## config.mk

```make
export PLATFORM = sky130hd
export DESIGN_NAME = button_shaper_multi
export DESIGN_NICKNAME = d
export VERILOG_FILES = /design/src/rtl/button_shaper_multi.sv
export SDC_FILE = /design/constraint.sdc
export NUM_CORES = 1
export LEC_CHECK = 0
export CORE_MARGIN = 4
export CORE_UTILIZATION = 58
export DETAILED_ROUTE_END_ITERATION = 8
export PLACE_DENSITY = 0.77
export SYNTH_ARGS = -nofsm -noshare
export SYNTH_HDL_FRONTEND = slang
export SYNTH_SLANG_ARGS = --single-unit
```

## constraint.sdc

```tcl
create_clock -name Clk -period 1.9 [get_ports Clk]
set_input_delay 0.19 -clock Clk [delete_from_list [all_inputs] [get_ports Clk]]
set_output_delay 0.19 -clock Clk [all_outputs]
set_load 0.01 [all_outputs]
```

## src/rtl/button_shaper_multi.sv

```systemverilog
// Multi-channel push-button shaper: 2-flop synchroniser, debounce, registered
// press/release pulses and optional per-channel auto-repeat, all in the Clk domain.
module button_shaper_multi #(
  parameter int unsigned N_CH         = 4,
  parameter int unsigned ACTIVE_LOW   = 1,
  parameter int unsigned DEB_CYCLES   = 4,
  parameter int unsigned REPEAT_DELAY = 16,
  parameter int unsigned REPEAT_RATE  = 4
) (
  input  logic            Clk,
  input  logic            Rst,
  input  logic [N_CH-1:0] Bin,
  input  logic [N_CH-1:0] RepeatEn,
  output logic [N_CH-1:0] Bout,
  output logic [N_CH-1:0] Held,
  output logic [N_CH-1:0] Release
);

  localparam int unsigned DW   = $clog2(DEB_CYCLES + 1);
  localparam int unsigned RMAX = (REPEAT_DELAY > REPEAT_RATE) ? REPEAT_DELAY : REPEAT_RATE;
  localparam int unsigned RW   = $clog2(RMAX + 1);
  localparam logic        REL  = (ACTIVE_LOW != 0);

  typedef enum logic [1:0] {
    ST_IDLE   = 2'd0,
    ST_DELAY  = 2'd1,
    ST_REPEAT = 2'd2
  } state_e;

  logic [N_CH-1:0] sync1_q;
  logic [N_CH-1:0] sync2_q;
  logic [N_CH-1:0] pressed;

  // Two-flop synchroniser; reset loads the released level so no phantom press appears
  always_ff @(posedge Clk) begin
    if (Rst) begin
      sync1_q <= {N_CH{REL}};
      sync2_q <= {N_CH{REL}};
    end else begin
      sync1_q <= Bin;
      sync2_q <= sync1_q;
    end
  end

  assign pressed = sync2_q ^ {N_CH{REL}};

  for (genvar c = 0; c < N_CH; c++) begin : g_ch
    state_e        state_q, state_d;
    logic [DW-1:0] deb_q, deb_d;
    logic          s_q, s_d;
    logic [RW-1:0] rpt_q, rpt_d;
    logic          bout_q, bout_d;
    logic          rel_q, rel_d;

    // Debounce: S flips only after DEB_CYCLES consecutive disagreeing samples
    always_comb begin
      s_d   = s_q;
      deb_d = '0;
      if (pressed[c] != s_q) begin
        if (deb_q == DW'(DEB_CYCLES - 1)) begin
          s_d   = ~s_q;
          deb_d = '0;
        end else begin
          deb_d = deb_q + DW'(1);
        end
      end
    end

    always_ff @(posedge Clk) begin
      if (Rst) begin
        state_q <= ST_IDLE;
      end else begin
        state_q <= state_d;
      end
    end

    always_ff @(posedge Clk) begin
      if (Rst) begin
        deb_q  <= '0;
        s_q    <= 1'b0;
        rpt_q  <= '0;
        bout_q <= 1'b0;
        rel_q  <= 1'b0;
      end else begin
        deb_q  <= deb_d;
        s_q    <= s_d;
        rpt_q  <= rpt_d;
        bout_q <= bout_d;
        rel_q  <= rel_d;
      end
    end

    // Next state; decisions use the incoming debounced level so pulses align with Held
    always_comb begin
      state_d = state_q;
      unique case (state_q)
        ST_IDLE: begin
          if (s_d) state_d = ST_DELAY;
        end
        ST_DELAY: begin
          if (!s_d) begin
            state_d = ST_IDLE;
          end else if (RepeatEn[c] && (rpt_q == RW'(REPEAT_DELAY - 1))) begin
            state_d = ST_REPEAT;
          end
        end
        ST_REPEAT: begin
          if (!s_d) begin
            state_d = ST_IDLE;
          end else if (!RepeatEn[c]) begin
            state_d = ST_DELAY;
          end
        end
        default: state_d = ST_IDLE;
      endcase
    end

    // Pulses and repeat counter; a falling S always wins over a due repeat
    always_comb begin
      bout_d = 1'b0;
      rel_d  = 1'b0;
      rpt_d  = rpt_q;
      unique case (state_q)
        ST_IDLE: begin
          rpt_d = '0;
          if (s_d) bout_d = 1'b1;
        end
        ST_DELAY: begin
          if (!s_d) begin
            rel_d = 1'b1;
            rpt_d = '0;
          end else if (!RepeatEn[c]) begin
            rpt_d = '0;
          end else if (rpt_q == RW'(REPEAT_DELAY - 1)) begin
            bout_d = 1'b1;
            rpt_d  = '0;
          end else begin
            rpt_d = rpt_q + RW'(1);
          end
        end
        ST_REPEAT: begin
          if (!s_d) begin
            rel_d = 1'b1;
            rpt_d = '0;
          end else if (!RepeatEn[c]) begin
            rpt_d = '0;
          end else if (rpt_q == RW'(REPEAT_RATE - 1)) begin
            bout_d = 1'b1;
            rpt_d  = '0;
          end else begin
            rpt_d = rpt_q + RW'(1);
          end
        end
        default: rpt_d = '0;
      endcase
    end

    assign Bout[c]    = bout_q;
    assign Held[c]    = s_q;
    assign Release[c] = rel_q;
  end

endmodule

```

Yosys cells after proc, flatten, opt, wreduce, memory -nomap -nowiden
Index checks and enable logic that the tools add are counted.
{ "classes": {"addsub": 8, "n_reduce_logical": 24, "muxes": 96, "eq_ne": 36, "bitwise_logic": 13} }
{ "op_table": {"columns": ["op", "n"], "rows": [
  ["5-bit 2-to-1 mux", 24],
  ["1-bit 2-to-1 mux", 40],
  ["2-bit 2-to-1 mux", 20],
  ["5-bit one-hot mux with 2 select lines", 4],
  ["3-bit != test (second input constant)", 8],
  ["2-bit one-hot mux with 3 select lines", 4],
  ["5-bit by 1-bit adder with 5-bit output (second input constant)", 4],
  ["5-bit by 2-bit equality test with 1-bit output (second input constant)", 4],
  ["5-bit by 4-bit equality test with 1-bit output (second input constant)", 4],
  ["2-bit OR reduction", 8],
  ["3-bit by 1-bit adder with 3-bit output (second input constant)", 4],
  ["3-bit by 2-bit equality test with 1-bit output (second input constant)", 4],
  ["1-bit inverter", 12],
  ["1-bit one-hot mux with 3 select lines", 4],
  ["3-bit AND reduction", 4],
  ["3-bit OR reduction", 4],
  ["2-bit by 1-bit equality test with 1-bit output (second input constant)", 4],
  ["2-bit equality test (second input constant)", 4],
  ["2-bit logical NOT", 4],
  ["2-bit != test (second input constant)", 4],
  ["1-bit logical AND", 4],
  ["1-bit != test", 4],
  ["4-bit inverter", 1]
]} }
{ "word_totals": {"regBits": 60, "in_bits": 10} }

Depth between registers and ports, before layout
{ "depth": {"depth_word": 5, "depth_mapped": 8, "mapped_depth_nobuf": 8} }

Worst setup path after synthesis
No wires, ideal clock.
{ "synth_path": {"path_type": "flip-flop to flip-flop", "from": "reg g_ch[2].rpt_q[0]", "to": "reg g_ch[2].rpt_q[2]", "path_stages_with_launch": 8, "arrival_time_ns": 1.520, "required_ns": 1.836, "path_slack_ns": 0.316, "cell_sequence": "dfxtp_1 -> ha_1 -> nand3_1 -> inv_1 -> ha_1 -> nand2b_1 -> a2111o_1 -> nor2_1"} }
{ "synth_between": {"elab_chain_len": 5} }
{ "synth_lines": {"columns": ["item", "line", "source"], "rows": [
  ["from (decl)", "51", "logic [RW-1:0] rpt_q, rpt_d;"],
  ["from (signal assigned)", "87", "rpt_q <= rpt_d;"],
  ["5-bit by 1-bit adder with 5-bit output, or another cell as far along", "138, 151", null],
  ["5-bit 2-to-1 mux (on tied branches)", "147, 134", null],
  ["5-bit 2-to-1 mux (on tied branches)", "145, 132", null],
  ["5-bit 2-to-1 mux (on tied branches)", "142, 129", null],
  ["5-bit one-hot mux with 2 select lines (*)", "123", "unique case (state_q)"]
]} }
Mark *: on every way between the ends. The rest lies on a longest branch, timed or not.
A chain may end at the register's enable or synchronous reset.

Worst setup path after layout
{ "layout_path": {"from": "reg g_ch[0].rpt_q[0]", "to": "reg g_ch[0].state_q[1]"} }
{ "layout_between": {"elab_chain_len": 4} }
{ "layout_lines": {"columns": ["item", "line", "source"], "rows": [
  ["from (decl)", "51", null],
  ["from (signal assigned)", "87", null],
  ["5-bit by 4-bit equality test with 1-bit output", "103", "end else if (RepeatEn[c] && (rpt_q == RW'(REPEAT_DELAY - 1))) begin"],
  ["1-bit logical AND", "103", null],
  ["3-bit != test (no source line)", null, null],
  ["3-bit AND reduction (no source line)", null, null],
  ["to (signal assigned)", "73", "state_q <= state_d;"],
  ["to (decl)", "48", "state_e state_q, state_d;"]
]} }
Every way passes these cells.

==> impl_metrics.json <==
{
  "syn_area_sq_um": 2990,
  "drive_gt1_share_pct": 10.76,
  "cts_tree": "yes",
  "fin_area_sq_um": 3354,
  "final_common_cell": "dfxtp_1",
  "slew_violations": 0,
  "synth_mux_area_share_pct": 2.134,
  "cts_root_buf": "clkbuf_8",
  "num_rows": 25,
  "clock_latency_ns": 0.33,
  "grt_pass1_wl_um": 8818,
  "routed_via_density": 5.285,
  "pre_cts_slack_ns": 0.1563,
  "critPathCaptureType": "flip-flop",
  "cp_max_fo": 3,
  "worst_slew_pin_slew_ns": 0.3583,
  "synth_edf_count": 0,
  "grt_pass1_vias": 2104,
  "rsz0062_at_grt": "no",
  "async_flop_share_pct": 0,
  "post-route-util_pct": 69.19,
  "clkTransAtPathRegs_ns": 0.06,
  "core_sq_um": 4848,
  "mostFrequentLayoutCells": "dfxtp_1, ha_1, nor2_1, inv_1, nand2_1",
  "setup_ws_ns": 0.1201,
  "cp-start-kind": "flip-flop",
  "overflow": 0,
  "cts_max_level": 3,
  "num_vias": 2172,
  "antenna_found_initial": 0,
  "grt_util_met1_pct": 20.00,
  "min_path_type": "reg2reg",
  "yosys.area_share.simple_pct": 22.34,
  "dieArea_sq_um": 6369,
  "hold_viol": 0,
  "seq_area_frac_synth_pct": 40.17,
  "peakVddDrop_uv": 899.6,
  "ant_nets": 0,
  "r2r_slack_ns": 0.12,
  "syn_nets": 368,
  "synth-seq-cells": 60,
  "syn_to_final_growth_pct": 12.18,
  "drv_cap": 0,
  "die_y_um": 79.81,
  "avgSynthCellArea_sq_um": 9.287,
  "postRouteWirelength_um": 4927,
  "finalSetupViolCount": 0,
  "fmax_mhz": 561.8,
  "grt_usage_pct": 17.44,
  "gp_congestion": 0.8605,
  "powerDensity_nw_per_um2": 686.3,
  "wire_per_inst_um": 11.99,
  "synth_top_family_by_area": "simple AND/OR/NAND/NOR gates",
  "met2_usage_pct": 29.30,
  "slew_headroom_pct": 75.85,
  "dpl_cell_area_sq_um": 3186,
  "critPathRequiredTime_ns": 2.12,
  "synth-xor-area-share_pct": 3.515,
  "grt_util_met3_pct": 6.433,
  "skew_ns": 0.007845,
  "layout.nets": 386,
  "synthAdderAreaFrac_pct": 15.06,
  "drt-pass1-iter-count": 4,
  "period_needed_ns": 1.780,
  "die_w_um": 79.81,
  "cp.arrival_ns": 2.00,
  "yosysUniqueCellTypes": 42,
  "synthFlopType": "dfxtp_1",
  "fin_tns_setup_ns": 0,
  "cts_buffers": 9,
  "dr.first_iter.drc_count": 48,
  "dp_hpwl_um": 3681,
  "critPathKind": "reg2reg",
  "synth_compound_area_share_pct": 9.707,
  "status": "completed",
  "finalCritPeriodShare_pct": 93.68,
  "p_leak_uw": 0.001321,
  "clk_path_buf_depth": 2,
  "ctsHoldBuffers": 0,
  "initial_core_util_pct": 61.68,
  "ys_warn_count": 0,
  "portBuffers": 21,
  "postSynthCellCount": 322,
  "fillCellCount": 413,
  "drc_errors": 0,
  "grt_max_degree": 19,
  "grt.busiest_layer": "met2",
  "antennaDiodeCount": 0,
  "cts_setup_buffers": 0,
  "cts_resized": 0,
  "ios": 22,
  "clock-sinks": 60
}
[routing by layer]
metal / vias up / routed length [um]
met3: 8 / 229
met2: 34 / 2354
li1: 1127 / -
met1: 1003 / 2257
met5: - / 0
met4: 0 / 86
[power breakdown]
part	internal [uW]	switching, uW	leakage, uW	total [uW]
combinational	29.8	26.0	0.000746	55.7
sequential	1270	5.75	0.000485	1270
clock	533	438	0.0000893	972
[synth_stat cells, types with 2 or more instances]
| cell type | instances | area, sq um |
|---|---|---|
| or2_2 | 9 | 56.30 |
| a211o_1 | 2 | 17.52 |
| clkbuf_1 | 2 | 7.510 |
| mux2_2 | 3 | 33.78 |
| inv_1 | 26 | 97.59 |
| a21oi_1 | 5 | 25.02 |
| xor2_1 | 8 | 70.07 |
| nor3b_1 | 4 | 30.03 |
| or3_1 | 6 | 37.54 |
| buf_4 | 12 | 90.09 |
| xnor2_1 | 4 | 35.03 |
| nand3_1 | 18 | 90.09 |
| nand2b_1 | 5 | 31.28 |
| nor4b_2 | 3 | 45.04 |
| dfxtp_1 | 60 | 1201 |
| ha_1 | 36 | 450.4 |
| a21o_1 | 3 | 22.52 |
| o21ai_0 | 10 | 50.05 |
| nand2_1 | 23 | 86.33 |
| a31oi_1 | 7 | 43.79 |
| a2111o_1 | 3 | 33.78 |
| nor2_2 | 2 | 12.51 |
| nor2_1 | 35 | 131.4 |
| and3b_1 | 4 | 35.03 |
| nor4_1 | 9 | 56.30 |
| mux2i_1 | 3 | 30.03 |
| a22o_1 | 2 | 17.52 |
| a21boi_0 | 4 | 30.03 |
[worst max-delay path, stage by stage, from the launching register on]
cell	delay [ns]
dfxtp_1	0.36
ha_1	0.21
nand3_1	0.11
inv_1	0.07
ha_1	0.18
nand2_1	0.06
a21boi_0	0.27
a311oi_1	0.17
a22o_1	0.26
[cell type report]
type / instances / area, sq um / share of cell area, %
clock buffer: 13 / 158.9 / 4.737
clock inverter: 2 / 10.01 / 0.2984
inverter: 26 / 97.59 / 2.909
multi-input combinational: 220 / 1578 / 47.03
sequential: 60 / 1201 / 35.81
tap: 67 / 83.83 / 2.499
timing repair buffer: 23 / 225.2 / 6.714
[flip-flops by register name (all words and copies together) (netlist names)]
| name | count |
|---|---|
| g_ch.deb_q | 12 |
| g_ch.state_q | 8 |
| g_ch.rel_q | 4 |
| sync1_q | 4 |
| g_ch.s_q | 4 |
| sync2_q | 4 |
| g_ch.rpt_q | 20 |
| g_ch.bout_q | 4 |
[worst paths after layout]
kind	endpoint	start	cells past startpoint
worst max-delay path	g_ch[0].state_q[1]$_SDFFE_PP0P_	g_ch[0].rpt_q[0]$_SDFF_PP0_	8
worst min-delay path	sync2_q[1]$_SDFF_PP1_	sync1_q[1]$_SDFF_PP1_	1
worst max register to register	g_ch[0].state_q[1]$_SDFFE_PP0P_	g_ch[0].rpt_q[0]$_SDFF_PP0_	8
worst min register to register	sync2_q[1]$_SDFF_PP1_	sync1_q[1]$_SDFF_PP1_	1
[stage by stage]
stage | hold slack [ns] | std cells | power [uW]
6_report | 0.4015 | 411 | 2302
3_5_place_dp | 0.3941 | 396 | 1358
3_3_place_gp | 0.3938 | 396 | 1357
4_1_cts | 0.4010 | 411 | 2339
5_1_grt | 0.4120 | 411 | 2399
2_1_floorplan | 0.2938 | 322 | 1328
[cell families after synthesis]
logic type / Yosys count
muxes: 6
adders and majority gates: 36
AOI/OAI and AO/OA: 41
xor gates and xnor gates: 12
DFF: 60
buffers and inverters: 42
and+or+nand+nor: 125
Note: power is estimated with default switching activity, not from simulation.
